### src/rtl/rr_packet_arbiter_pkg.sv
// Shared helpers for the arbiter family.
// Index width never collapses to zero bits, even for a single requester.
package rr_packet_arbiter_pkg;

  function automatic int idx_width(input int n);
    return (n <= 1) ? 1 : $clog2(n);
  endfunction

endpackage

### src/rtl/rr_select.sv
// Round-robin pick: the first set request at or after ptr, wrapping at N-1.
// Latency: purely combinational. Backpressure: none; this is only the selection function.
// Outputs are all-zero when no request is set.
module rr_select
  import rr_packet_arbiter_pkg::*;
#(
  parameter int N = 4,
  localparam int IW = idx_width(N)
) (
  input  logic [N-1:0]  req,
  input  logic [IW-1:0] ptr,
  output logic [N-1:0]  onehot,
  output logic [IW-1:0] idx,
  output logic          any
);

  localparam int IW1 = IW + 1;
  localparam logic [IW:0] N_EXT = IW1'(N);

  logic [2*N-1:0] dbl;
  logic [N-1:0]   rot;
  logic [IW-1:0]  pos;
  logic [IW:0]    sum;

  always_comb begin
    dbl = {req, req};
    rot = dbl[ptr +: N];
    any = |req;
    // Descending scan so the lowest rotated position wins.
    pos = '0;
    for (int i = N - 1; i >= 0; i--) begin
      if (rot[i]) pos = IW'(i);
    end
    sum = {1'b0, ptr} + {1'b0, pos};
    if (sum >= N_EXT) sum = sum - N_EXT;
    idx = any ? sum[IW-1:0] : '0;
    onehot = '0;
    for (int i = 0; i < N; i++) begin
      onehot[i] = any && (idx == IW'(i));
    end
  end

endmodule

### src/rtl/rr_packet_arbiter.sv
// Packet-granular round-robin arbiter sharing one valid/ready channel among N requesters.
// Latency: zero-cycle; request, grant and forward all happen in the same cycle.
// Backpressure: out_ready gates in_ready of the granted requester only; grant is frozen while stalled.
module rr_packet_arbiter
  import rr_packet_arbiter_pkg::*;
#(
  parameter int N = 4,
  parameter int DW = 32,
  parameter bit LOCK_EN = 1'b1,
  localparam int IW = idx_width(N)
) (
  input  logic          clk,
  input  logic          reset,
  input  logic [N-1:0]  in_valid,
  input  logic [N*DW-1:0] in_data,
  input  logic [N-1:0]  in_last,
  output logic [N-1:0]  in_ready,
  output logic          out_valid,
  output logic [DW-1:0] out_data,
  output logic          out_last,
  input  logic          out_ready,
  output logic [N-1:0]  grant,
  output logic [IW-1:0] grant_idx,
  output logic          locked
);

  localparam logic [IW-1:0] LAST_IDX = IW'(N - 1);

  logic          lock, lock_nxt;
  logic [IW-1:0] lock_idx, lock_idx_nxt;
  logic [IW-1:0] ptr, ptr_nxt;

  logic [N-1:0]  sel_onehot;
  logic [IW-1:0] sel_idx;
  logic          sel_any;
  logic [N-1:0]  lock_onehot;
  logic          xfer;
  logic          eff_last;

  rr_select #(.N(N)) u_sel (
    .req    (in_valid),
    .ptr    (ptr),
    .onehot (sel_onehot),
    .idx    (sel_idx),
    .any    (sel_any)
  );

  // While locked the held requester owns the channel even if it bubbles.
  always_comb begin
    lock_onehot = '0;
    for (int i = 0; i < N; i++) begin
      lock_onehot[i] = (lock_idx == IW'(i));
    end
    grant     = lock ? lock_onehot : sel_onehot;
    grant_idx = lock ? lock_idx : sel_idx;
    out_valid = lock ? in_valid[lock_idx] : sel_any;
  end

  always_comb begin
    out_data = '0;
    out_last = 1'b0;
    for (int i = 0; i < N; i++) begin
      out_data = out_data | (in_data[i*DW +: DW] & {DW{grant[i]}});
      out_last = out_last | (in_last[i] & grant[i]);
    end
  end

  assign in_ready = grant & {N{out_ready}};
  assign xfer     = out_valid & out_ready;
  assign eff_last = out_last | !LOCK_EN;
  assign locked   = lock;

  always_comb begin
    lock_nxt     = lock;
    lock_idx_nxt = lock_idx;
    ptr_nxt      = ptr;
    if (xfer) begin
      if (eff_last) begin
        lock_nxt = 1'b0;
        ptr_nxt  = (grant_idx == LAST_IDX) ? '0 : grant_idx + 1'b1;
      end else begin
        lock_nxt     = 1'b1;
        lock_idx_nxt = grant_idx;
      end
    end
  end

  always_ff @(posedge clk) begin
    if (reset) begin
      lock     <= 1'b0;
      lock_idx <= '0;
      ptr      <= '0;
    end else begin
      lock     <= lock_nxt;
      lock_idx <= lock_idx_nxt;
      ptr      <= ptr_nxt;
    end
  end

endmodule

### config.mk
export PLATFORM = sky130hd
export DESIGN_NAME = rr_packet_arbiter
export DESIGN_NICKNAME = d
export VERILOG_FILES = /design/src/rtl/rr_packet_arbiter_pkg.sv /design/src/rtl/rr_select.sv /design/src/rtl/rr_packet_arbiter.sv
export SDC_FILE = /design/constraint.sdc
export NUM_CORES = 1
export LEC_CHECK = 0
export CAP_MARGIN = 20
export CORE_ASPECT_RATIO = 0.75
export CORE_MARGIN = 4
export CORE_UTILIZATION = 25
export DETAILED_ROUTE_END_ITERATION = 8
export PLACE_DENSITY_LB_ADDON = 0.15
export SLEW_MARGIN = 10
export SYNTH_ARGS = -nofsm -noshare
export SYNTH_HDL_FRONTEND = slang
export SYNTH_SLANG_ARGS = --single-unit
### constraint.sdc
create_clock -name clk -period 3.7 [get_ports clk]
set_input_delay 0.74 -clock clk [delete_from_list [all_inputs] [get_ports clk]]
set_output_delay 0.74 -clock clk [all_outputs]
set_load 0.05 [all_outputs]
==> flow_metrics.py, run 1 <==
metrics = {
    "run_status": {
        "status": "finished with violations",
        "violations": "setup timing",
    },
    "sta": {
        "final.period_utilization": 1.04,
        "timing.fmax_mhz": 259,
        "timing.final.max_slew_violations": 0,
        "timing.max_slew.rel_slack": 0.509,
        "final-hold-violation-count": 0,
        "grt_setup_unrepaired": "true",
        "finalSetupViolCount": 34,
        "worst_case_clock_skew_ns": 0.00281,
        "final_period_minus_worst_setup_slack_ns": 3.86,
        "slack_of_the_critical_path_ns": -0.160,
        "setup-tns-final_ns": -4.10,
        "hold_slack_ns": 0.599,
        "timing_worst_slew_pin_value_ns": 0.734,
    },
    "synth": {
        "syn-num-nets": 466,
        "synthesis.yosys.warnings": 0,
        "synth.ff_latch_count": 5,
        "synthesis.area_per_instance_um2": 7.95,
        "ys_seq_area_frac": 0.0386,
        "synth-edff-count": 0,
        "cell_area_after_synthesis_mm2": 0.00259,
        "syn_inst": 326,
        "dominantRegCellSynth": "sky130_fd_sc_hd__dfxtp_1",
        "postSynth.asyncResetShare": 0,
        "synth.lib_cells_used.distinct": 51,
    },
    "clock_tree": {
        "cts-buffers-inserted": 3,
        "clock_latency_ns": 0.23,
        "cts_root_buf": "sky130_fd_sc_hd__clkbuf_16",
        "cts_htree_levels": 1,
        "clock_pin_slew_on_the_worst_setup_and_hold_paths_ns": 0.04,
        "cts.path.max_buffers": 2,
        "clock-sinks": 5,
        "tritoncts_clock_tree": "yes",
        "cts-hold-fix-buffers": 0,
    },
    "detailed_routing": {
        "antenna_violating_nets_post_route": 0,
        "via_count": 3532,
        "avgViaCountPerCell": 5.34,
        "finalWirelength_um": 12900,
        "dr.pass1.iters": 4,
        "wl_per_cell_um": 19.4,
        "drc": 0,
        "dr.first_iter.drc_count": 207,
    },
    "final_layout": {
        "fill_cells": 893,
        "layout.nets": 671,
        "syn_to_final_growth_pct": 123,
        "final_common_cell": "sky130_fd_sc_hd__clkdlybuf4s50_1",
        "multi_input_comb_area_mm2": 0.00258,
        "antenna_cells": 0,
        "ff_latch_area_um2": 104,
        "instances_no_fill": 662,
        "drive_above_1_share": 0.394,
        "final_cell_mix": "sky130_fd_sc_hd__clkdlybuf4s50_1, sky130_fd_sc_hd__buf_12, sky130_fd_sc_hd__nand2_1",
        "final_core_utilization": 0.583,
        "layout.cell_area.non_filler_mm2": 0.00577,
    },
    "placement": {
        "placedCellCount": 646,
        "portBuffers": 183,
        "place_hpwl_um": 9530,
        "pre_cts_slack_ns": -0.729,
        "finalWeightedCongestion": 0.838,
        "dpl-instance-area_mm2": 0.00539,
    },
    "floorplanning": {
        "top_level_ports": 184,
        "initial_core_util": 0.262,
        "floorplan.die_area_mm2": 0.0121,
        "die_y_um": 96.2,
        "num_rows": 31,
        "core_mm2": 0.00989,
        "floorplan.die.width_um": 126,
    },
    "power": {
        "cellLeakagePower_nw": 2.30,
        "ir_worst_vdd_uv": 919,
        "power_density_mw_per_mm2": 1290,
        "finalPower_mw": 7.42,
    },
    "worst_hold_path": {
        "tightest_hold_check_type": "reg -> reg",
    },
    "critical_path": {
        "setup.worst_path.class": "in -> out",
        "crit_path_max_fanout": 19,
        "timing.critical_path.buf_inv": 5,
        "worst_path_largest_cell_delay_ns": 0.42,
        "critical_path.most_common_cell": "sky130_fd_sc_hd__buf_4",
        "timing.critical_path.cells": "buf_4 > nor2_2 > a211oi_2 > o21ai_2 > ha_4 > xor2_2 > nand3_2 > buf_4 > buf_4 > a21oi_4 > o21a_4 > buf_12 > a221o_2 > buf_12",
        "worst_path_max_delay_cell": "sky130_fd_sc_hd__a221o_2",
        "cp.arrival_ns": 3.12,
        "critical_path.endpoint_type": "primary output",
        "worst-endpoint-required_ns": 2.96,
        "crit_path_start_kind": "input port",
        "crit_family": "compound AO/OA/AOI/OAI gates",
    },
    "grt": {
        "via_count_of_the_first_global_routing_pass": 3823,
        "global_route_total_usage_across_every_layer": 0.201,
        "grt_max_degree": 40,
        "grt_first_pass_wirelength_um": 19800,
        "number_of_antenna_violations_at_the_first_check_in_global_routing": 0,
        "grt_remaining_overflow": 0,
    },
    "job": {
        "max-cap-violations": 0,
    },
}
==> flip-flops by register name, indices dropped and copies added (netlist names) <==
name,cells
lock_idx,2
locked,1
ptr,2
==> tightest hold or removal path: stages (launching register included) <==
cell and delay, ns:
sky130_fd_sc_hd__dfxtp_2 0.40, sky130_fd_sc_hd__nand2_1 0.09, sky130_fd_sc_hd__mux2i_1 0.06
==> final timing paths <==
check / from / end / slack [ns] / cells after the start
worst max-delay path: in_valid[0] / out_data[2] / -0.16 / 14
worst min-delay path: ptr[0] / ptr[0] / 0.60 / 2
worst max register to register: ptr[0] / ptr[1] / 0.86 / 12
worst min register to register: ptr[0] / ptr[0] / 0.60 / 2
==> cells in the mapped netlist (2+ instances only) <==
cell type,count,share of area
sky130_fd_sc_hd__o22ai_1,3,0.0072
sky130_fd_sc_hd__a21oi_1,7,0.014
sky130_fd_sc_hd__o211ai_1,2,0.0058
sky130_fd_sc_hd__a22o_1,32,0.11
sky130_fd_sc_hd__buf_2,8,0.015
sky130_fd_sc_hd__a21oi_2,2,0.0068
sky130_fd_sc_hd__dfxtp_1,5,0.039
sky130_fd_sc_hd__nor3_1,3,0.0058
sky130_fd_sc_hd__a21o_1,3,0.0087
sky130_fd_sc_hd__mux2_2,8,0.035
sky130_fd_sc_hd__nor2b_1,4,0.0097
sky130_fd_sc_hd__nor2_1,9,0.013
sky130_fd_sc_hd__nand4_1,2,0.0048
sky130_fd_sc_hd__buf_6,7,0.030
sky130_fd_sc_hd__mux2_4,27,0.16
sky130_fd_sc_hd__and3_1,2,0.0048
sky130_fd_sc_hd__nand3_1,2,0.0039
sky130_fd_sc_hd__o21a_1,2,0.0058
sky130_fd_sc_hd__a221o_1,32,0.12
sky130_fd_sc_hd__mux2i_1,33,0.13
sky130_fd_sc_hd__nand2_1,43,0.062
sky130_fd_sc_hd__inv_1,6,0.0087
sky130_fd_sc_hd__buf_1,2,0.0029
sky130_fd_sc_hd__o21ai_0,34,0.066
sky130_fd_sc_hd__clkbuf_1,17,0.025
sky130_fd_sc_hd__and2_1,6,0.014
==> cell families (layout without fill, tap and decap cells) <==
family / count (synthesis) / count (layout) / share of synthesized area
buffers and inverters: 42 / 246 / 0.0869
flip-flops: 5 / 5 / 0.0386
adder cells (fa/ha/maj): 1 / 1 / 0.00483
multiplexers: 70 / 70 / 0.337
AO/OA/AOI/OAI: 127 / 127 / 0.380
AND/OR/NAND/NOR: 79 / 79 / 0.145
XOR/XNOR: 2 / 2 / 0.00676
==> layer usage <==
layer | global-route usage | wire [um]
met1 | 0.242 | 5340
met2 | 0.347 | 6050
met3 | 0.0799 | 1360
met4 | 0.0289 | 120
met5 | 0 | 0
==> where the power goes <==
group          internal (mW)  total [mW]  leakage [nW]  switching, mW
combinational           3.61        7.06          2.22           3.44
clock                  0.143       0.184        0.0382         0.0403
sequential            0.0769       0.184        0.0422          0.107
total                   3.83        7.42          2.30           3.59
==> layout make-up <==
type / count / share of cell area
Timing Repair Buffer: 236 / 0.488
Multi-Input combinational cell: 279 / 0.448
Tap cell: 132 / 0.0286
Sequential cell: 5 / 0.0180
Clock buffer: 4 / 0.0137
Inverter: 6 / 0.00455
==> timing repair <==
action                     in CTS  in global routing
buffers inserted                8                  3
gates resized for setup        41                 21
setup endpoints to repair      42                 37
pin swaps                      10                 14
cloned                          2                  1
(Power assumes the default switching activity.)
==> run 2: changes to the inputs <==
- ABC_CLOCK_PERIOD_IN_PS: unset -> 3700
==> results of run 2 <==
Same layout as run 1: the final DEF is identical, and so are final timing and power.
==> run 3: changes to the inputs <==
- ABC_CLOCK_PERIOD_IN_PS: 3700 -> unset
- SLEW_MARGIN: 10 -> 20
==> results of run 3 <==
Same layout as run 1: the final DEF is identical, and so are final timing and power.
